<file path="src/rtl/level_manager_if.sv">
// Handshake bundle between the frogger top level and level_manager.
// The score signal exists only when LEVEL_MANAGER_SCORE_EN is defined.
interface level_manager_if #(
    parameter int LEVEL_W   = 4,
    parameter int LIVES_W   = 2,
    parameter int NUM_LANES = 8,
    parameter int SPEED_W   = 8
);
    logic                         frame_tick;
    logic                         death_collision;
    logic                         win_collision;
    logic                         restart_req;
    logic                         round_reset;
    logic [LEVEL_W-1:0]           current_level;
    logic [LIVES_W-1:0]           lives;
    logic                         game_over;
    logic                         level_wrap;
    logic [NUM_LANES*SPEED_W-1:0] lane_speed;
`ifdef LEVEL_MANAGER_SCORE_EN
    logic [15:0]                  score;
`endif

    modport master (
        output frame_tick, death_collision, win_collision, restart_req,
        input  round_reset, current_level, lives, game_over, level_wrap,
`ifdef LEVEL_MANAGER_SCORE_EN
        input  score,
`endif
        input  lane_speed
    );

    modport slave (
        input  frame_tick, death_collision, win_collision, restart_req,
        output round_reset, current_level, lives, game_over, level_wrap,
`ifdef LEVEL_MANAGER_SCORE_EN
        output score,
`endif
        output lane_speed
    );
endinterface

</file>
<file path="src/rtl/level_manager.sv">
// Frogger game-progression controller: level, lives, pauses, lane speeds.
// Optional score output enabled by defining LEVEL_MANAGER_SCORE_EN.
module level_manager #(
    parameter int NUM_LEVELS   = 10,
    parameter int LEVEL_W      = 4,
    parameter int NUM_LIVES    = 3,
    parameter int LIVES_W      = 2,
    parameter int PAUSE_FRAMES = 30,
    parameter int NUM_LANES    = 8,
    parameter int SPEED_W      = 8,
    parameter int BASE_SPEED   = 20,
    parameter int LANE_STEP    = 5,
    parameter int LEVEL_STEP   = 4,
    parameter int SPEED_MAX    = 200
) (
    input logic clk,
    input logic reset,
    level_manager_if.slave bus
);
    typedef enum logic [1:0] {
        PLAY, PAUSE_WIN, PAUSE_DEATH, GAME_OVER
    } state_t;

    localparam int CNT_W = $clog2(PAUSE_FRAMES + 2);
    localparam int CW    = SPEED_W + LEVEL_W + 16;
    localparam logic [CNT_W-1:0]   PAUSE_END   = CNT_W'(PAUSE_FRAMES);
    localparam logic [LEVEL_W-1:0] LAST_LEVEL  = LEVEL_W'(NUM_LEVELS - 1);
    localparam logic [LIVES_W-1:0] START_LIVES = LIVES_W'(NUM_LIVES);

    state_t             state, state_n;
    logic [LEVEL_W-1:0] level, level_n;
    logic [LIVES_W-1:0] lives, lives_n;
    logic [CNT_W-1:0]   cnt, cnt_n;
    logic               wrap, wrap_n;
    logic               rnd_rst, over;
    logic               hist_death, hist_win, hist_restart;
    logic               death_ev, win_ev, restart_ev;
    logic [NUM_LANES*SPEED_W-1:0] speeds;

    function automatic logic [NUM_LANES*SPEED_W-1:0] table_of(
        input logic [LEVEL_W-1:0] lvl
    );
        logic [NUM_LANES*SPEED_W-1:0] t;
        logic [CW-1:0]                raw;
        t = '0;
        for (int i = 0; i < NUM_LANES; i++) begin
            raw = CW'(BASE_SPEED) + CW'(i * LANE_STEP)
                + CW'(lvl) * CW'(LEVEL_STEP);
            t[i*SPEED_W +: SPEED_W] = (raw > CW'(SPEED_MAX))
                ? SPEED_W'(SPEED_MAX) : raw[SPEED_W-1:0];
        end
        return t;
    endfunction

    assign death_ev   = bus.death_collision & ~hist_death;
    assign win_ev     = bus.win_collision & ~hist_win;
    assign restart_ev = bus.restart_req & ~hist_restart;

`ifdef LEVEL_MANAGER_SCORE_EN
    logic [15:0] score, score_n;
    logic [31:0] score_sum;
    assign score_sum = 32'(score) + 32'(level) * 32'd10 + 32'd10;
    assign bus.score = score;
`endif

    always_comb begin
        state_n = state;
        level_n = level;
        lives_n = lives;
        cnt_n   = cnt;
        wrap_n  = 1'b0;
`ifdef LEVEL_MANAGER_SCORE_EN
        score_n = score;
`endif
        if (restart_ev) begin
            state_n = PAUSE_DEATH;
            level_n = '0;
            lives_n = START_LIVES;
            cnt_n   = '0;
`ifdef LEVEL_MANAGER_SCORE_EN
            score_n = '0;
`endif
        end else begin
            unique case (state)
                PLAY: begin
                    cnt_n = '0;
                    if (death_ev) begin
                        lives_n = lives - LIVES_W'(1);
                        state_n = (lives == LIVES_W'(1)) ? GAME_OVER
                                                         : PAUSE_DEATH;
                    end else if (win_ev) begin
                        state_n = PAUSE_WIN;
                        if (level == LAST_LEVEL) begin
                            level_n = '0;
                            wrap_n  = 1'b1;
                        end else begin
                            level_n = level + LEVEL_W'(1);
                        end
`ifdef LEVEL_MANAGER_SCORE_EN
                        score_n = (|score_sum[31:16]) ? 16'hFFFF
                                                      : score_sum[15:0];
`endif
                    end
                end
                PAUSE_WIN, PAUSE_DEATH: begin
                    // Compare before counting so a tick on the last
                    // cycle cannot push the counter past its end value.
                    if (cnt == PAUSE_END) begin
                        state_n = PLAY;
                    end else if (bus.frame_tick) begin
                        cnt_n = cnt + CNT_W'(1);
                    end
                end
                GAME_OVER: begin
                    state_n = GAME_OVER;
                end
            endcase
        end
    end

    always_ff @(posedge clk) begin
        if (reset) begin
            state        <= PLAY;
            level        <= '0;
            lives        <= START_LIVES;
            cnt          <= '0;
            wrap         <= 1'b0;
            rnd_rst      <= 1'b1;
            over         <= 1'b0;
            hist_death   <= 1'b1;
            hist_win     <= 1'b1;
            hist_restart <= 1'b1;
            speeds       <= table_of('0);
`ifdef LEVEL_MANAGER_SCORE_EN
            score        <= '0;
`endif
        end else begin
            state        <= state_n;
            level        <= level_n;
            lives        <= lives_n;
            cnt          <= cnt_n;
            wrap         <= wrap_n;
            rnd_rst      <= (state_n != PLAY);
            over         <= (state_n == GAME_OVER);
            hist_death   <= bus.death_collision;
            hist_win     <= bus.win_collision;
            hist_restart <= bus.restart_req;
            speeds       <= table_of(level);
`ifdef LEVEL_MANAGER_SCORE_EN
            score        <= score_n;
`endif
        end
    end

    assign bus.round_reset   = rnd_rst;
    assign bus.current_level = level;
    assign bus.lives         = lives;
    assign bus.game_over     = over;
    assign bus.level_wrap    = wrap;
    assign bus.lane_speed    = speeds;
endmodule
</file>
<file path="src/flat_wrapper.sv">
// flat-port wrapper written by rule: the top's interface ports become plain ports
module level_manager_flat 
#(
    parameter int NUM_LEVELS   = 10,
    parameter int LEVEL_W      = 4,
    parameter int NUM_LIVES    = 3,
    parameter int LIVES_W      = 2,
    parameter int PAUSE_FRAMES = 30,
    parameter int NUM_LANES    = 8,
    parameter int SPEED_W      = 8,
    parameter int BASE_SPEED   = 20,
    parameter int LANE_STEP    = 5,
    parameter int LEVEL_STEP   = 4,
    parameter int SPEED_MAX    = 200
)
  (clk, reset, bus_frame_tick, bus_death_collision, bus_win_collision, bus_restart_req, bus_round_reset, bus_current_level, bus_lives, bus_game_over, bus_level_wrap, bus_lane_speed);
  level_manager_if #(.LEVEL_W(LEVEL_W), .LIVES_W(LIVES_W), .NUM_LANES(NUM_LANES), .SPEED_W(SPEED_W)) bus_i ();
  input logic clk;
  input logic reset;
  input wire logic [$bits(bus_i.frame_tick)-1:0] bus_frame_tick;
  input wire logic [$bits(bus_i.death_collision)-1:0] bus_death_collision;
  input wire logic [$bits(bus_i.win_collision)-1:0] bus_win_collision;
  input wire logic [$bits(bus_i.restart_req)-1:0] bus_restart_req;
  output wire logic [$bits(bus_i.round_reset)-1:0] bus_round_reset;
  output wire logic [$bits(bus_i.current_level)-1:0] bus_current_level;
  output wire logic [$bits(bus_i.lives)-1:0] bus_lives;
  output wire logic [$bits(bus_i.game_over)-1:0] bus_game_over;
  output wire logic [$bits(bus_i.level_wrap)-1:0] bus_level_wrap;
  output wire logic [$bits(bus_i.lane_speed)-1:0] bus_lane_speed;
  assign bus_i.frame_tick = bus_frame_tick;
  assign bus_i.death_collision = bus_death_collision;
  assign bus_i.win_collision = bus_win_collision;
  assign bus_i.restart_req = bus_restart_req;
  assign bus_round_reset = bus_i.round_reset;
  assign bus_current_level = bus_i.current_level;
  assign bus_lives = bus_i.lives;
  assign bus_game_over = bus_i.game_over;
  assign bus_level_wrap = bus_i.level_wrap;
  assign bus_lane_speed = bus_i.lane_speed;
  level_manager #(.NUM_LEVELS(NUM_LEVELS), .LEVEL_W(LEVEL_W), .NUM_LIVES(NUM_LIVES), .LIVES_W(LIVES_W), .PAUSE_FRAMES(PAUSE_FRAMES), .NUM_LANES(NUM_LANES), .SPEED_W(SPEED_W), .BASE_SPEED(BASE_SPEED), .LANE_STEP(LANE_STEP), .LEVEL_STEP(LEVEL_STEP), .SPEED_MAX(SPEED_MAX)) u_core (.clk(clk), .reset(reset), .bus(bus_i));
endmodule
</file>
<file path="config.mk">
export PLATFORM = sky130hd
export DESIGN_NAME = level_manager_flat
export DESIGN_NICKNAME = d
export VERILOG_FILES = /design/src/rtl/level_manager_if.sv /design/src/rtl/level_manager.sv /design/src/flat_wrapper.sv
export SDC_FILE = /design/constraint.sdc
export NUM_CORES = 1
export LEC_CHECK = 0
export CAP_MARGIN = 20
export CORE_ASPECT_RATIO = 1.25
export CORE_UTILIZATION = 41
export DETAILED_ROUTE_END_ITERATION = 12
export HOLD_SLACK_MARGIN = 0.03
export PLACE_DENSITY = 0.73
export SLEW_MARGIN = 20
export SYNTH_ARGS = -nofsm -noshare
export SYNTH_HDL_FRONTEND = slang
export SYNTH_SLANG_ARGS = --single-unit
</file>
<file path="constraint.sdc">
create_clock -name clk -period 4.5 [get_ports clk]
set_input_delay 1.35 -clock clk [delete_from_list [all_inputs] [get_ports clk]]
set_output_delay 1.35 -clock clk [all_outputs]
set_load 0.1 [all_outputs]
</file>
==> impl_metrics.yaml <==
synth:
  synth_common_cells: "dfxtp_1, buf_4, inv_1"
  synth_area_per_cell_um2: 9.39
  yosysTopAreaCellShare: 0.445
  synth_area_leaders: "dfxtp_1, buf_4, ha_1"
  yosys.cell_count.top_type: "dfxtp_1"
  async_flop_share: 0
  synth_ff_type: "dfxtp_1"
  synth-edff-count: 0
  seq_area_frac_synth: 0.445
  ys_seq_elements: 48
  synth_area_um2: 2160
  yosysWarningCount: 0
  synth_cells: 230
  synth_top_cell_by_area: "dfxtp_1"
  ys_types: 32
floorplanning:
  start_util: 0.425
  die-width_um: 66.9
  rows: 29
  die-area_um2: 5570
  ioPinCount: 79
  core_area_um2: 5080
  die_h_um: 83.2
min_path:
  min_path_type: "flop to flop"
  hold_depth: 2
timing:
  fin_skew_ns: 0.00513
  period_share: 0.779
  finalMaxSlewViolations: 0
  finalCriticalPeriod_ns: 3.51
  fin_tns_setup_ns: 0
  maxSlewHeadroom: 0.346
  fin_ws_ns: 0.994
  final_hold_viol_count: 0
  setup_violations: 0
  rsz0062_at_grt: "false"
  tightest_slew_ns: 0.977
  fmax_mhz: 285
setup_path:
  cp.depth: 1
  worstSetupPathType: "flop to primary output"
  cp.arrival_ns: 2.16
  cp_slowest_cell: "clkdlybuf4s50_1"
  required_ns: 3.15
  worstPathMaxFanout: 13
  critPathBufInv: 1
  max_stage_delay_ns: 1.23
  path_cells: "clkdlybuf4s50_1"
  r2r_cells: 5
  critPathLaunchType: "flop"
  critPathCaptureType: "primary output"
  critPathTopFamily: "buffers and inverters"
power:
  ir_drop_mv: 0.344
  p_per_area_nw_per_um2: 443
  cellLeakagePower_nw: 1.13
placement:
  dp_slack_ns: 1.30
  io_buffers: 54
  dpl_cell_area_um2: 2580
  gp_congestion: 0.807
  hpwl_mm: 2.63
routing:
  drtPass1Iterations: 4
  viasPerCell: 4.51
  drc: 0
  drt_iter0_drc: 23
  drt-total-wl_mm: 3.43
  vias: 1521
  final_antenna_net_count: 0
  wl_per_cell_um: 10.2
cts:
  postCtsResizedCells: 0
  cts_tree: "yes"
  post_cts_buffers: 0
  path_clk_slew_ns: 0.08
  clkLatencyLatePin_ns: 0.29
  cts.sinks: 48
  postCtsHoldBufs: 0
  cts_root_buffer: "clkbuf_8"
  htreeDepth: 2
  cts_buffer_depth: 2
  cts_buffers: 5
global_route:
  antenna_found_initial: 0
  grt_pass1_vias: 1304
  grt_max_degree: 27
  grt_overflow: 0
  grt_pass1_wl_mm: 5.55
  grt_usage: 0.130
layout:
  drive_gt1_frac: 0.0545
  synthToLayoutAreaGrowth_pct: 24.4
  fin_util: 0.529
  nets: 297
  design_area_um2: 2690
  diodes: 0
  fillers: 482
status:
  status: "completed"
run:
  drv_cap: 0
## layout by cell type (no fill, tap or decap)
cell type	instances
a211o_1	1
a21oi_1	16
a311o_1	1
a31oi_1	1
and2_0	1
and3_1	1
buf_4	1
bufinv_16	1
clkbuf_1	1
clkbuf_8	5
clkdlybuf4s50_1	54
clkinv_2	1
conb_1	24
dfxtp_1	48
ha_1	17
inv_1	20
mux2_2	1
mux2i_1	1
nand2_1	14
nand2b_1	9
nand2b_4	1
nand3_1	3
nand3b_1	1
nand4_1	3
nand4b_4	1
nor2_1	17
nor2b_1	6
o2111ai_1	2
o211ai_1	1
o21ai_0	4
or2_2	3
or3_1	2
or3b_2	1
or4_1	2
xnor2_1	4
xor2_1	6
## state kept, by name, summed over array words and instances, names as in the netlist
name,flops
u_core.state,2
u_core.hist_death,1
u_core.hist_restart,1
u_core.hist_win,1
u_core.cnt,5
u_core.bus.lives,2
u_core.bus.level_wrap,1
u_core.bus.round_reset,1
u_core.bus.current_level,4
u_core.bus.lane_speed,29
u_core.bus.game_over,1
## power by group
group          switching, W  internal (W)  total [W]
Clock              0.000133      0.000165   0.000298
Sequential        0.0000181      0.000450   0.000469
Combinational      0.000317      0.000106   0.000423
## cell families after synthesis
family | after synthesis | share of synthesized area
AOI/OAI and AO/OA | 26 | 0.0695
xor gates and xnor gates | 10 | 0.0405
adders and majority gates | 17 | 0.0984
buffers and inverters | 60 | 0.169
DFF | 48 | 0.445
muxes | 2 | 0.00984
other | 2 | 0.00348
and+or+nand+nor | 65 | 0.165
## path summary, 6_finish.rpt
path                                             from                                       end  slack (ns)
max reg2reg  u_core.bus.current_level[2]$_SDFFE_PP0P_  u_core.bus.current_level[3]$_SDFFE_PP0P_        2.45
max          u_core.bus.current_level[3]$_SDFFE_PP0P_                      bus_current_level[3]        0.99
min reg2reg          u_core.bus.lives[0]$_SDFFE_PP1P_          u_core.bus.lives[0]$_SDFFE_PP1P_        0.54
min                  u_core.bus.lives[0]$_SDFFE_PP1P_          u_core.bus.lives[0]$_SDFFE_PP1P_        0.54
## metal layers
metal  global-route usage  part of all wire
met1                0.135              0.41
met2                0.229              0.50
met3               0.0385             0.071
met4               0.0600             0.023
met5                    0                 0
## through the flow
step                      hold WS [ns]  instances  power (W)
after global placement           0.488        329   0.000895
after detailed placement         0.503        329   0.000902
after floorplan                  0.471        252   0.000857
after CTS                        0.519        337    0.00120
final                            0.538        337    0.00119
after global routing             0.549        337    0.00125
## layout make-up
class	count	area, um2	area share
timing repair buffer	55	548	0.204
clock buffer	6	72.6	0.0270
inverter	20	75.1	0.0279
clock inverter	2	35.0	0.0130
tap	62	77.6	0.0289
multi-input combinational	144	918	0.342
sequential	48	961	0.358
(Power assumes the default switching activity.)
